$ cat config.mk
export PLATFORM = sky130hd
export DESIGN_NAME = qtree_int_serializer
export DESIGN_NICKNAME = d
export VERILOG_FILES = /design/src/rtl/qtree_int_serializer_pkg.sv /design/src/rtl/qtree_int_serializer_frame_stack.sv /design/src/rtl/qtree_int_serializer.sv
export SDC_FILE = /design/constraint.sdc
export NUM_CORES = 2
export LEC_CHECK = 0
export CAP_MARGIN = 20
export CELL_PAD_IN_SITES_DETAIL_PLACEMENT = 1
export CELL_PAD_IN_SITES_GLOBAL_PLACEMENT = 1
export CORE_UTILIZATION = 51
export DETAILED_ROUTE_END_ITERATION = 12
export DONT_BUFFER_PORTS = 1
export PLACE_DENSITY = 0.76
export SYNTH_ARGS = -nofsm -noshare
export SYNTH_HDL_FRONTEND = slang
export SYNTH_MEMORY_MAX_BITS = 65536
export SYNTH_SLANG_ARGS = --single-unit
$ cat constraint.sdc
create_clock -name clk -period 6.4 [get_ports clk]
set_input_delay 0.64 -clock clk [delete_from_list [all_inputs] [get_ports clk]]
set_output_delay 0.64 -clock clk [all_outputs]
set_load 0.005 [all_outputs]
$ cat src/rtl/qtree_int_serializer_pkg.sv
// Shared types for the QTree_Int serializer: node word layout, tag values,
// the QNode constructor and the child-pointer extract helper.
package qtree_int_serializer_pkg;

   localparam int ADDR_W_P = 16;
   localparam int DATA_W_P = 67;

   typedef logic [DATA_W_P-1:0] QTree_Int_t;
   typedef logic [ADDR_W_P:0]   Pointer_QTree_Int_t;

   localparam logic [1:0] QNONE  = 2'd0;
   localparam logic [1:0] QVAL   = 2'd1;
   localparam logic [1:0] QNODE  = 2'd2;
   localparam logic [1:0] QERROR = 2'd3;

   typedef enum logic [2:0] {
      ST_IDLE,
      ST_FETCH,
      ST_WAIT,
      ST_EMIT,
      ST_POP,
      ST_ABORT
   } ser_state_t;

   // QNode layout: {c3, c2, c1, c0, tag, valid}, c0 starting at bit 3.
   function automatic QTree_Int_t QNode_Int_dc(input logic [ADDR_W_P-1:0] c0,
                                               input logic [ADDR_W_P-1:0] c1,
                                               input logic [ADDR_W_P-1:0] c2,
                                               input logic [ADDR_W_P-1:0] c3);
      return {c3, c2, c1, c0, QNODE, 1'b1};
   endfunction

   function automatic logic [ADDR_W_P-1:0] qnode_child(input QTree_Int_t w,
                                                       input logic [1:0] idx);
      logic [ADDR_W_P-1:0] c;
      case (idx)
         2'd0:    c = w[3+0*ADDR_W_P +: ADDR_W_P];
         2'd1:    c = w[3+1*ADDR_W_P +: ADDR_W_P];
         2'd2:    c = w[3+2*ADDR_W_P +: ADDR_W_P];
         default: c = w[3+3*ADDR_W_P +: ADDR_W_P];
      endcase
      return c;
   endfunction

endpackage

$ cat src/rtl/qtree_int_serializer_frame_stack.sv
// Traversal stack of {node word, next-child index} frames with a
// decrement-in-place on the top frame's index.
module qtree_frame_stack #(
   parameter int DATA_W = 67,
   parameter int DEPTH  = 64,
   localparam int SP_W  = $clog2(DEPTH + 1),
   localparam int PTR_W = (DEPTH > 1) ? $clog2(DEPTH) : 1
) (
   input  logic              clk,
   input  logic              reset,
   input  logic              i_clear,
   input  logic              i_push,
   input  logic [DATA_W-1:0] i_push_word,
   input  logic [1:0]        i_push_idx,
   input  logic              i_pop,
   input  logic              i_dec_idx,
   output logic [DATA_W-1:0] o_top_word,
   output logic [1:0]        o_top_idx,
   output logic [SP_W-1:0]   o_sp,
   output logic              o_full,
   output logic              o_empty
);

   logic [DATA_W-1:0] r_word [DEPTH];
   logic [1:0]        r_idx  [DEPTH];
   logic [SP_W-1:0]   r_sp;
   logic [PTR_W-1:0]  w_top_ptr;
   logic [PTR_W-1:0]  w_push_ptr;
   logic              w_full;
   logic              w_empty;

   assign w_full     = (r_sp == SP_W'(DEPTH));
   assign w_empty    = (r_sp == '0);
   assign w_top_ptr  = PTR_W'(r_sp - 1'b1);
   assign w_push_ptr = PTR_W'(r_sp);

   always_ff @(posedge clk) begin
      if (i_push && !w_full) begin
         r_word[w_push_ptr] <= i_push_word;
         r_idx[w_push_ptr]  <= i_push_idx;
      end else if (i_dec_idx && !w_empty) begin
         r_idx[w_top_ptr] <= r_idx[w_top_ptr] - 2'd1;
      end
   end

   always_ff @(posedge clk) begin
      if (reset || i_clear)
         r_sp <= '0;
      else if (i_push && !w_full)
         r_sp <= r_sp + 1'b1;
      else if (i_pop && !w_empty)
         r_sp <= r_sp - 1'b1;
   end

   // An empty stack has no meaningful top; present zeros instead of a stale frame.
   assign o_top_word = w_empty ? '0 : r_word[w_top_ptr];
   assign o_top_idx  = w_empty ? 2'd0 : r_idx[w_top_ptr];
   assign o_sp       = r_sp;
   assign o_full     = w_full;
   assign o_empty    = w_empty;

endmodule

$ cat src/rtl/qtree_int_serializer.sv
// Walks a heap-resident QTree_Int from a root pointer and streams every node
// as one AXI-stream beat in postfix order (c3, c2, c1, c0, node), tlast on root.
//
// state | meaning
// IDLE  | ready for a root pointer
// FETCH | heap read request held until accepted
// WAIT  | awaiting the read response (one request outstanding)
// EMIT  | beat on the stream, held until tready
// POP   | advance to next child of top frame, or emit the finished node
// ABORT | stack overflow; drop the traversal
module qtree_int_serializer
   import qtree_int_serializer_pkg::*;
#(
   parameter int ADDR_W = ADDR_W_P,
   parameter int DATA_W = DATA_W_P,
   parameter int DEPTH  = 64
) (
   input  logic              clk,
   input  logic              reset,
   input  logic [ADDR_W:0]   root_d,
   output logic              root_r,
   output logic [ADDR_W:0]   rd_addr_d,
   input  logic              rd_addr_r,
   input  logic [DATA_W-1:0] rd_data_d,
   output logic              rd_data_r,
   output logic [DATA_W-2:0] o_QTree_Int_tdata,
   output logic              o_QTree_Int_tvalid,
   input  logic              o_QTree_Int_tready,
   output logic              o_QTree_Int_tlast,
   output logic              busy,
   output logic              overflow
);

   localparam int SP_W = $clog2(DEPTH + 1);

   ser_state_t        r_state;
   ser_state_t        w_next;
   logic [ADDR_W-1:0] r_addr;
   logic [DATA_W-2:0] r_beat;
   logic              r_last;
   logic              r_overflow;

   logic [ADDR_W-1:0] w_addr_nxt;
   logic              w_load_addr;
   logic [DATA_W-2:0] w_beat_nxt;
   logic              w_last_nxt;
   logic              w_load_beat;
   logic              w_set_ovf;
   logic              w_push;
   logic              w_pop;
   logic              w_dec;
   logic              w_clear;

   logic [DATA_W-1:0] w_top_word;
   logic [1:0]        w_top_idx;
   logic [SP_W-1:0]   w_sp;
   logic              w_full;
   logic              w_empty;

   qtree_frame_stack #(
      .DATA_W (DATA_W),
      .DEPTH  (DEPTH)
   ) u_stack (
      .clk         (clk),
      .reset       (reset),
      .i_clear     (w_clear),
      .i_push      (w_push),
      .i_push_word (rd_data_d),
      .i_push_idx  (2'd3),
      .i_pop       (w_pop),
      .i_dec_idx   (w_dec),
      .o_top_word  (w_top_word),
      .o_top_idx   (w_top_idx),
      .o_sp        (w_sp),
      .o_full      (w_full),
      .o_empty     (w_empty)
   );

   always_ff @(posedge clk) begin
      if (reset) begin
         r_state    <= ST_IDLE;
         r_addr     <= '0;
         r_beat     <= '0;
         r_last     <= 1'b0;
         r_overflow <= 1'b0;
      end else begin
         r_state <= w_next;
         if (w_load_addr)
            r_addr <= w_addr_nxt;
         if (w_load_beat) begin
            r_beat <= w_beat_nxt;
            r_last <= w_last_nxt;
         end
         if (w_set_ovf)
            r_overflow <= 1'b1;
      end
   end

   always_comb begin
      w_next      = r_state;
      w_addr_nxt  = r_addr;
      w_load_addr = 1'b0;
      w_beat_nxt  = r_beat;
      w_last_nxt  = r_last;
      w_load_beat = 1'b0;
      w_set_ovf   = 1'b0;
      w_push      = 1'b0;
      w_pop       = 1'b0;
      w_dec       = 1'b0;
      w_clear     = 1'b0;
      case (r_state)
         ST_IDLE: begin
            if (root_d[0]) begin
               w_addr_nxt  = root_d[ADDR_W:1];
               w_load_addr = 1'b1;
               w_next      = ST_FETCH;
            end
         end
         ST_FETCH: begin
            if (rd_addr_r)
               w_next = ST_WAIT;
         end
         ST_WAIT: begin
            if (rd_data_d[0]) begin
               if (rd_data_d[2:1] != QNODE) begin
                  w_beat_nxt  = rd_data_d[DATA_W-1:1];
                  w_last_nxt  = w_empty;
                  w_load_beat = 1'b1;
                  w_next      = ST_EMIT;
               end else if (w_full) begin
                  w_set_ovf = 1'b1;
                  w_next    = ST_ABORT;
               end else begin
                  w_push      = 1'b1;
                  w_addr_nxt  = qnode_child(rd_data_d, 2'd3);
                  w_load_addr = 1'b1;
                  w_next      = ST_FETCH;
               end
            end
         end
         ST_EMIT: begin
            if (o_QTree_Int_tready)
               w_next = w_empty ? ST_IDLE : ST_POP;
         end
         ST_POP: begin
            if (w_top_idx != 2'd0) begin
               w_dec       = 1'b1;
               w_addr_nxt  = qnode_child(w_top_word, w_top_idx - 2'd1);
               w_load_addr = 1'b1;
               w_next      = ST_FETCH;
            end else begin
               // The loader rebuilds child pointers, so the node beat carries only its tag.
               w_pop       = 1'b1;
               w_beat_nxt  = {{(DATA_W-3){1'b0}}, QNODE};
               w_last_nxt  = (w_sp == SP_W'(1));
               w_load_beat = 1'b1;
               w_next      = ST_EMIT;
            end
         end
         ST_ABORT: begin
            w_clear = 1'b1;
            w_next  = ST_IDLE;
         end
         default: w_next = ST_IDLE;
      endcase
   end

   assign root_r             = (r_state == ST_IDLE);
   assign rd_addr_d          = (r_state == ST_FETCH) ? {r_addr, 1'b1} : '0;
   assign rd_data_r          = (r_state == ST_WAIT);
   assign o_QTree_Int_tdata  = r_beat;
   assign o_QTree_Int_tvalid = (r_state == ST_EMIT);
   assign o_QTree_Int_tlast  = (r_state == ST_EMIT) && r_last;
   assign busy               = (r_state != ST_IDLE) && (r_state != ST_ABORT);
   assign overflow           = r_overflow;

endmodule

* After elaboration in Yosys (flattened, before gate mapping)
Memory sizes are Yosys's and may differ from the RTL's.
Cells that the tools add are included.
** Storage, ports and cells
- Output and inout port bits :: 89
- Memories :: 2
- Register bits :: 94
- Word-level logic and storage cells :: 107
- RAM bits :: 4416
** Memory list
- u_stack.r_word :: depth 64, bits a word 67, read ports 1, clocked after Yosys merged registers in 0, write ports 1, line qtree_int_serializer_frame_stack.sv:24 : logic [DATA_W-1:0] r_word [DEPTH];
- u_stack.r_idx :: depth 64, bits a word 2, read ports 1, clocked after Yosys merged registers in 0, write ports 1, line qtree_int_serializer_frame_stack.sv:25 : logic [1:0] r_idx [DEPTH];
** Cells by class
- Equal/unequal tests :: 20
- Multiplexer cells :: 55
- Add/sub/neg operators :: 4
- Reduce and logical (&&, ||, !) cells :: 20
** Operators by type and width (count)
- 2-to-1 mux 66 bit :: 3
- case mux 66 bit (2 select lines) :: 1
- case mux 16 bit (3 select lines) :: 2
- 2-to-1 mux 16 bit :: 5
- 2-to-1 mux 67 bit :: 1
- 2-to-1 mux 1 bit :: 25
- 2-to-1 mux 3 bit :: 7
- 2-to-1 mux 17 bit :: 1
- inequality test 2 bit, second input constant :: 8
- case mux 3 bit (5 select lines) :: 1
- 2-to-1 mux 7 bit :: 2
- adder 7 x 1 -> 7 bit, second input constant :: 1
- == test 7 x 1 -> 1 bit, second input constant :: 1
- == test 7 bit, second input constant :: 1
- logical NOT 7 bit :: 1
- AND reduction 7 bit :: 1
- subtractor 7 x 1 -> 7 bit, second input constant :: 1
- == test 3 x 2 -> 1 bit, second input constant :: 2
- == test 3 bit, second input constant :: 2
- 2-to-1 mux 2 bit :: 3
- 2-to-1 mux 6 bit :: 1
- nonzero test 2 bit :: 3
- nonzero test 3 bit :: 2
- logical AND 1 bit :: 5
- other kinds (15) :: 19

* Logic depth before layout (Yosys ltp)
An unclocked memory read counts as a cell.
- Depth in word-level cells :: 12
- Mapped depth :: 21

* Modules after synthesis
Synthesis repeated with hierarchy kept, for this count alone.
** Unflattened totals
- Cell total of the unflattened synthesis :: 7126
- Area total of the unflattened synthesis :: 173027.2 µm²
** By module, submodules not included
- qtree_frame_stack :: area an instance 168808.2 µm², cells each 6600, times used 1, seq. area each 132747.3 µm²
- qtree_int_serializer :: area an instance 4219.0 µm², cells each 526, times used 1, seq. area each 1741.7 µm²

* Worst setup path after synthesis
No wires, ideal clock.
- Path type :: register to register
- From :: reg u_stack.r_sp[0], in the netlist u_stack.o_sp[0]
- To :: mem u_stack.r_word[24][10], enable pin
- Data arrival time :: 5001 ps
- Cell stages (with the launch flop) :: 14
- Data required time :: 5913 ps
- Path buffers :: 5
- Setup time :: 487 ps
- Slack :: 912 ps
- Cell sequence :: dfxtp_1 buf_4 inv_1 buf_2 clkbuf_1 ha_1 nor3b_2 and2_1 nand2_1 and2_0 clkbuf_1 nand2b_1 clkbuf_1 nor2_1
** On the way
- Cells in the longest elaborated chain, start to end :: 8
- Elaborated cells between the ends (all ways) :: 9
- Classes of those cells :: eq/ne (1); mux (6); reduce/logical (2)
** Ends and longest elaborated chain
- start, declared :: line qtree_int_serializer_frame_stack.sv:26 : logic [SP_W-1:0] r_sp;
- start signal, assigned :: line qtree_int_serializer_frame_stack.sv:50 : r_sp <= r_sp + 1'b1;
- start signal, assigned :: line qtree_int_serializer_frame_stack.sv:52 : r_sp <= r_sp - 1'b1;
- == test 7 bit :: line qtree_int_serializer_frame_stack.sv:32 : assign w_full = (r_sp == SP_W'(DEPTH));
- 2-to-1 mux 1 bit :: line qtree_int_serializer.sv:130 : end else if (w_full) begin
- 2-to-1 mux 1 bit :: line qtree_int_serializer.sv:125 : if (rd_data_d[2:1] != QNODE) begin
- 2-to-1 mux 1 bit :: line qtree_int_serializer.sv:124 : if (rd_data_d[0]) begin
- 2-to-1 mux 1 bit :: line qtree_int_serializer.sv:111 : case (r_state)
- logical AND 1 bit :: line qtree_int_serializer_frame_stack.sv:38 : if (i_push && !w_full) begin
- 2-to-1 mux 1 bit :: line qtree_int_serializer_frame_stack.sv:38
- 2-to-1 mux 1 bit (implied by the code) :: line qtree_int_serializer_frame_stack.sv:39 : r_word[w_push_ptr] <= i_push_word;
- end, declared :: line qtree_int_serializer_frame_stack.sv:24
Several ways; a longest one is shown, not always the timed one.

* Worst setup path in the final report
- From :: reg u_stack.r_sp[0], in the netlist u_stack.o_sp[0]
- To :: reg r_addr[3]
** On the way
- Cells in the longest elaborated chain, start to end :: 8
- Elaborated cells between the ends (all ways) :: 23
- Classes of those cells :: add/sub (2); eq/ne (5); mux (10); reduce/logical (4); memory (2)
** Ends and longest elaborated chain
- subtractor 7 x 1 -> 7 bit :: line qtree_int_serializer_frame_stack.sv:34 : assign w_top_ptr = PTR_W'(r_sp - 1'b1);
- memory read (64 x 2 bit)
- 2-to-1 mux 2 bit :: line qtree_int_serializer_frame_stack.sv:57 : assign o_top_idx = w_empty ? 2'd0 : r_idx[w_top_ptr];
- subtractor 2 x 1 -> 2 bit :: line qtree_int_serializer.sv:148 : w_addr_nxt = qnode_child(w_top_word, w_top_idx - 2'd1);
- == test 2 bit (tied with other cells) :: line qtree_int_serializer_pkg.sv:36 : case (idx)
- case mux 16 bit (3 select lines) :: line qtree_int_serializer_pkg.sv:36
- 2-to-1 mux 16 bit :: line qtree_int_serializer.sv:146 : if (w_top_idx != 2'd0) begin
- case mux 16 bit (3 select lines) :: line qtree_int_serializer.sv:111
- end signal, assigned :: line qtree_int_serializer.sv:89 : r_addr <= w_addr_nxt;
- end, declared :: line qtree_int_serializer.sv:38 : logic [ADDR_W-1:0] r_addr;
Several ways; a longest one is shown, not always the timed one. The select of a mux whose other input is x is not followed.
A chain may end at the register's enable or synchronous reset.

==> results by group <==
STA
  • Final Skew: 0.06221 ns
  • Final TNS setup: 0 ns
  • Final WS setup: 0.4515 ns
  • Max-slew violations: 0
  • Final Hold Fails: 0
  • RSZ-0062 raised after global routing: no
  • Final setup fails: 0
  • Minimum clock period: 5.948 ns
  • Max_slew headroom: 0.1156
  • Fmax achieved: 0.1681 GHz
  • Period Utilization, post-route: 0.9294
  • Slew @ Worst Pin: 1.322 ns

Layout
  • Final instance area: 0.1886 sq mm
  • Area grow syn2layout: 13.87%
  • Reg area: 0.1287 sq mm
  • Multi-input logic area: 0.03569 sq mm
  • Most common cell after layout, fill and taps aside: edfxtp_1
  • Nets@finish: 7379
  • # fillers: 26014
  • Share of layout cells above drive strength 1: 0.3085
  • Most frequent cells in the layout: 4224 x edfxtp_1, 1329 x mux4_2, 431 x clkbuf_16

Clock tree
  • H-tree depth: 5
  • Sink Count: 4318
  • CTS Buffer Depth: 4
  • CTS root buffer: clkbuf_16
  • Worst-path clk slew: 0.07 ns
  • Setup Fix Bufs, Post-CTS: 0
  • Clk_lat worst skew: 1.00 ns
  • CTS tree: yes
  • CTS buffer count: 426

Power
  • Sw frac: 0.2057
  • Clock share of power: 0.431
  • Net switching power figure: 11.67 mW
  • Power density over the cells: 301.0 mW/mm^2
  • Leakage power: 56.31 nW
  • Reg power frac: 0.547
  • Int Pwr: 45.08 mW
  • Maximum VDD drop: 0.0003583 V
  • Combinational power share: 0.021

Placed design
  • Placed Area: 0.1730 sq mm
  • GPL Wtd Cong: 0.8964
  • Dpl hpwl: 268700 um
  • I/O Buffers: 0
  • Post-Place Worst Slack: 0.7881 ns

Worst setup path
  • Max FO, Critical Path: 31
  • Worst setup path startpoint: u_stack.o_sp[0]
  • WS Path Type: reg2reg
  • Startpoint types: register
  • Required @ worst endpoint: 7.28 ns
  • CP cell instances: inv_1 > ha_4 > buf_4 > mux2i_1 > mux4_2 > nand3_1 > nand4_1 > mux2i_4 > buf_4 > buf_4 > mux2i_1 > o21ai_0 > clkbuf_4 > a221o_1
  • Crit-path max cell delay: 0.92 ns
  • Critical Path End Type: register
  • Worst r2r src: u_stack.o_sp[0]
  • Crit path buf inv count: 5
  • Worst EP arrival: 6.83 ns
  • Slowest stage cell, crit path: dfxtp_4
  • CP dominant cell by count: buf_4
  • R2r setup slk: 0.45 ns
  • Delay-heaviest family, CP: multiplexers

Detailed routing
  • DRC Markers: 0
  • DR vias/cell: 7.026
  • WL per Instance: 43.39 um
  • DR vias: 84158
  • Router iterations before antenna repair: 6
  • Initial DRC count: 13553
  • Routed Antenna Nets: 0
  • Drt total wl: 519800 um

Yosys
  • Post-Synthesis Cells: 6894
  • Synth top area share: 0.7659
  • Post-synth EDFFs: 4224
  • Synth Warn #: 0
  • Synth Area in Compound Gates: 0.01228
  • Post-synthesis sequential area ratio: 0.7772
  • Mapped Area: 0.1656 sq mm
  • Post-synth top flop: edfxtp_1
  • #FFs+latches synth: 4318
  • Synth area leader: edfxtp_1
  • Syn Area/Cell: 24.02 sq um
  • Cell variety after synth: 62
  • Post-Synth XOR/XNOR Area: 0.0003702
  • Simple-Gate Fraction of Synth Area: 0.01232
  • Share of flip-flops with an asynchronous set or reset: 0
  • Fraction of synthesized area in multiplexers: 0.1864
  • Main combinational cell family by area after synthesis: multiplexers
  • Leading post-synthesis cells by cell area: edfxtp_1 77%, mux4_2 18%, dfxtp_1 1.1%
  • Adder-Cell Fraction of Synth Area: 0.0003022
  • Mapped Nets: 6986

Die
  • Core Region: 0.3219 sq mm
  • Placement Rows: 208
  • Starting Density: 0.5144
  • Die height: 571.9 um
  • Die width: 571.9 um
  • Die area: 0.3270 sq mm
  • Top-level I/O count: 177

GRT
  • GR Overflow Total: 0
  • First-pass GRT wire length: 705800 um
  • Largest net degree at the start of global routing: 121
  • Gr usage total: 0.3189
  • Initial antenna violation count: 40
  • Vias in the first global route: 85251

Job
  • Max cap viols: 0

Outcome
  • Status: complete, no violations

Worst hold path
  • Startpoint of the worst hold path: rd_addr_r
  • Hold Path Class: in2reg
## cell usage after synthesis (3+ instances only)
cell type	count
nand3_1	25
o2111ai_1	6
a22oi_1	17
ha_1	4
a221o_1	31
edfxtp_1	4224
nor2b_1	4
and2_1	26
nor3_1	7
nand3b_1	6
buf_1	100
mux2_2	10
mux2i_1	82
nand4_1	104
and3_1	4
nand2b_1	5
buf_4	8
mux4_2	1329
o31a_1	3
buf_2	147
inv_1	14
nand2_1	29
nor3b_1	14
buf_6	4
a22o_1	15
o21ai_0	120
a211oi_1	7
xnor2_1	5
dfxtp_1	94
a31oi_1	8
clkbuf_1	148
a21oi_1	93
o211ai_1	4
or2_2	3
or3_1	6
nor2_1	156
## logic make-up after synthesis
| logic type | Yosys count |
|---|---|
| buffers and inverters | 422 |
| flip-flops | 4318 |
| XOR/XNOR | 7 |
| AO/OA/AOI/OAI | 323 |
| multiplexers | 1422 |
| adder cells (fa/ha/maj) | 4 |
| AND/OR/NAND/NOR | 398 |
## layout make-up
cell class	instances	area share
Antenna cell	52	0.0006900
Clock buffer	537	0.05946
Clock inverter	225	0.01151
Inverter	15	0.0002986
Multi-Input combinational cell	2154	0.1893
Sequential cell	4318	0.6826
Tap cell	4305	0.02856
Timing Repair Buffer	372	0.02761
## worst min-delay path: cells and delay by family
kind             cells  cell delay [ns]
AO/OA/AOI/OAI        2             0.19
AND/OR/NAND/NOR      1             0.12
## what timing repair did
item	4_1_cts	5_1_grt
setup endpoints to repair	0	0
gates resized for setup	0	0
hold buffers	98	0
hold endpoints to repair	4167	0
## routing by layer
metal	up-vias	wire [um]	track usage
li1	30760	-	-
met1	45038	177800	0.4123
met2	6920	246900	0.5015
met3	1422	59560	0.07165
met4	18	35380	0.1874
met5	-	98	0
## registers in the layout, summed over array words and instances, names as in the netlist
register           count
o_QTree_Int_tdata     66
overflow               1
r_addr                16
r_last                 1
r_state                3
u_stack.o_sp           7
u_stack.r_idx        128
u_stack.r_word      4096
## power groups by stage
stage	clock (mW)	sequential (mW)	combinational, mW
6_report	24.5	31.1	1.22
5_1_grt	25.5	31.0	1.26
4_1_cts	24.6	31.1	1.19
3_5_place_dp	0	31.7	0.643
3_3_place_gp	0	31.7	0.630
2_1_floorplan	0	31.6	0.424
## metrics by stage
step | instances | total power [mW] | hold slack (ns) | util
CTS | 11922 | 56.86 | 0.003087 | 0.5853
global route | 11959 | 57.78 | 0.01510 | 0.5856
detailed placement | 11062 | 32.30 | 0.4853 | 0.5373
global placement | 11061 | 32.29 | 0.4630 | 0.5372
floorplan | 6894 | 32.06 | 0.4466 | -
finish | 11978 | 56.76 | 0.03911 | 0.5858
## final timing paths
kind                                         endpoint  cells past startpoint
worst max-delay path                        r_addr[3]                     14
worst min-delay path                       r_state[1]                      3
worst max register to register              r_addr[3]                     14
worst min register to register  o_QTree_Int_tdata[37]                      2
Note: power is estimated with default switching activity, not from simulation.
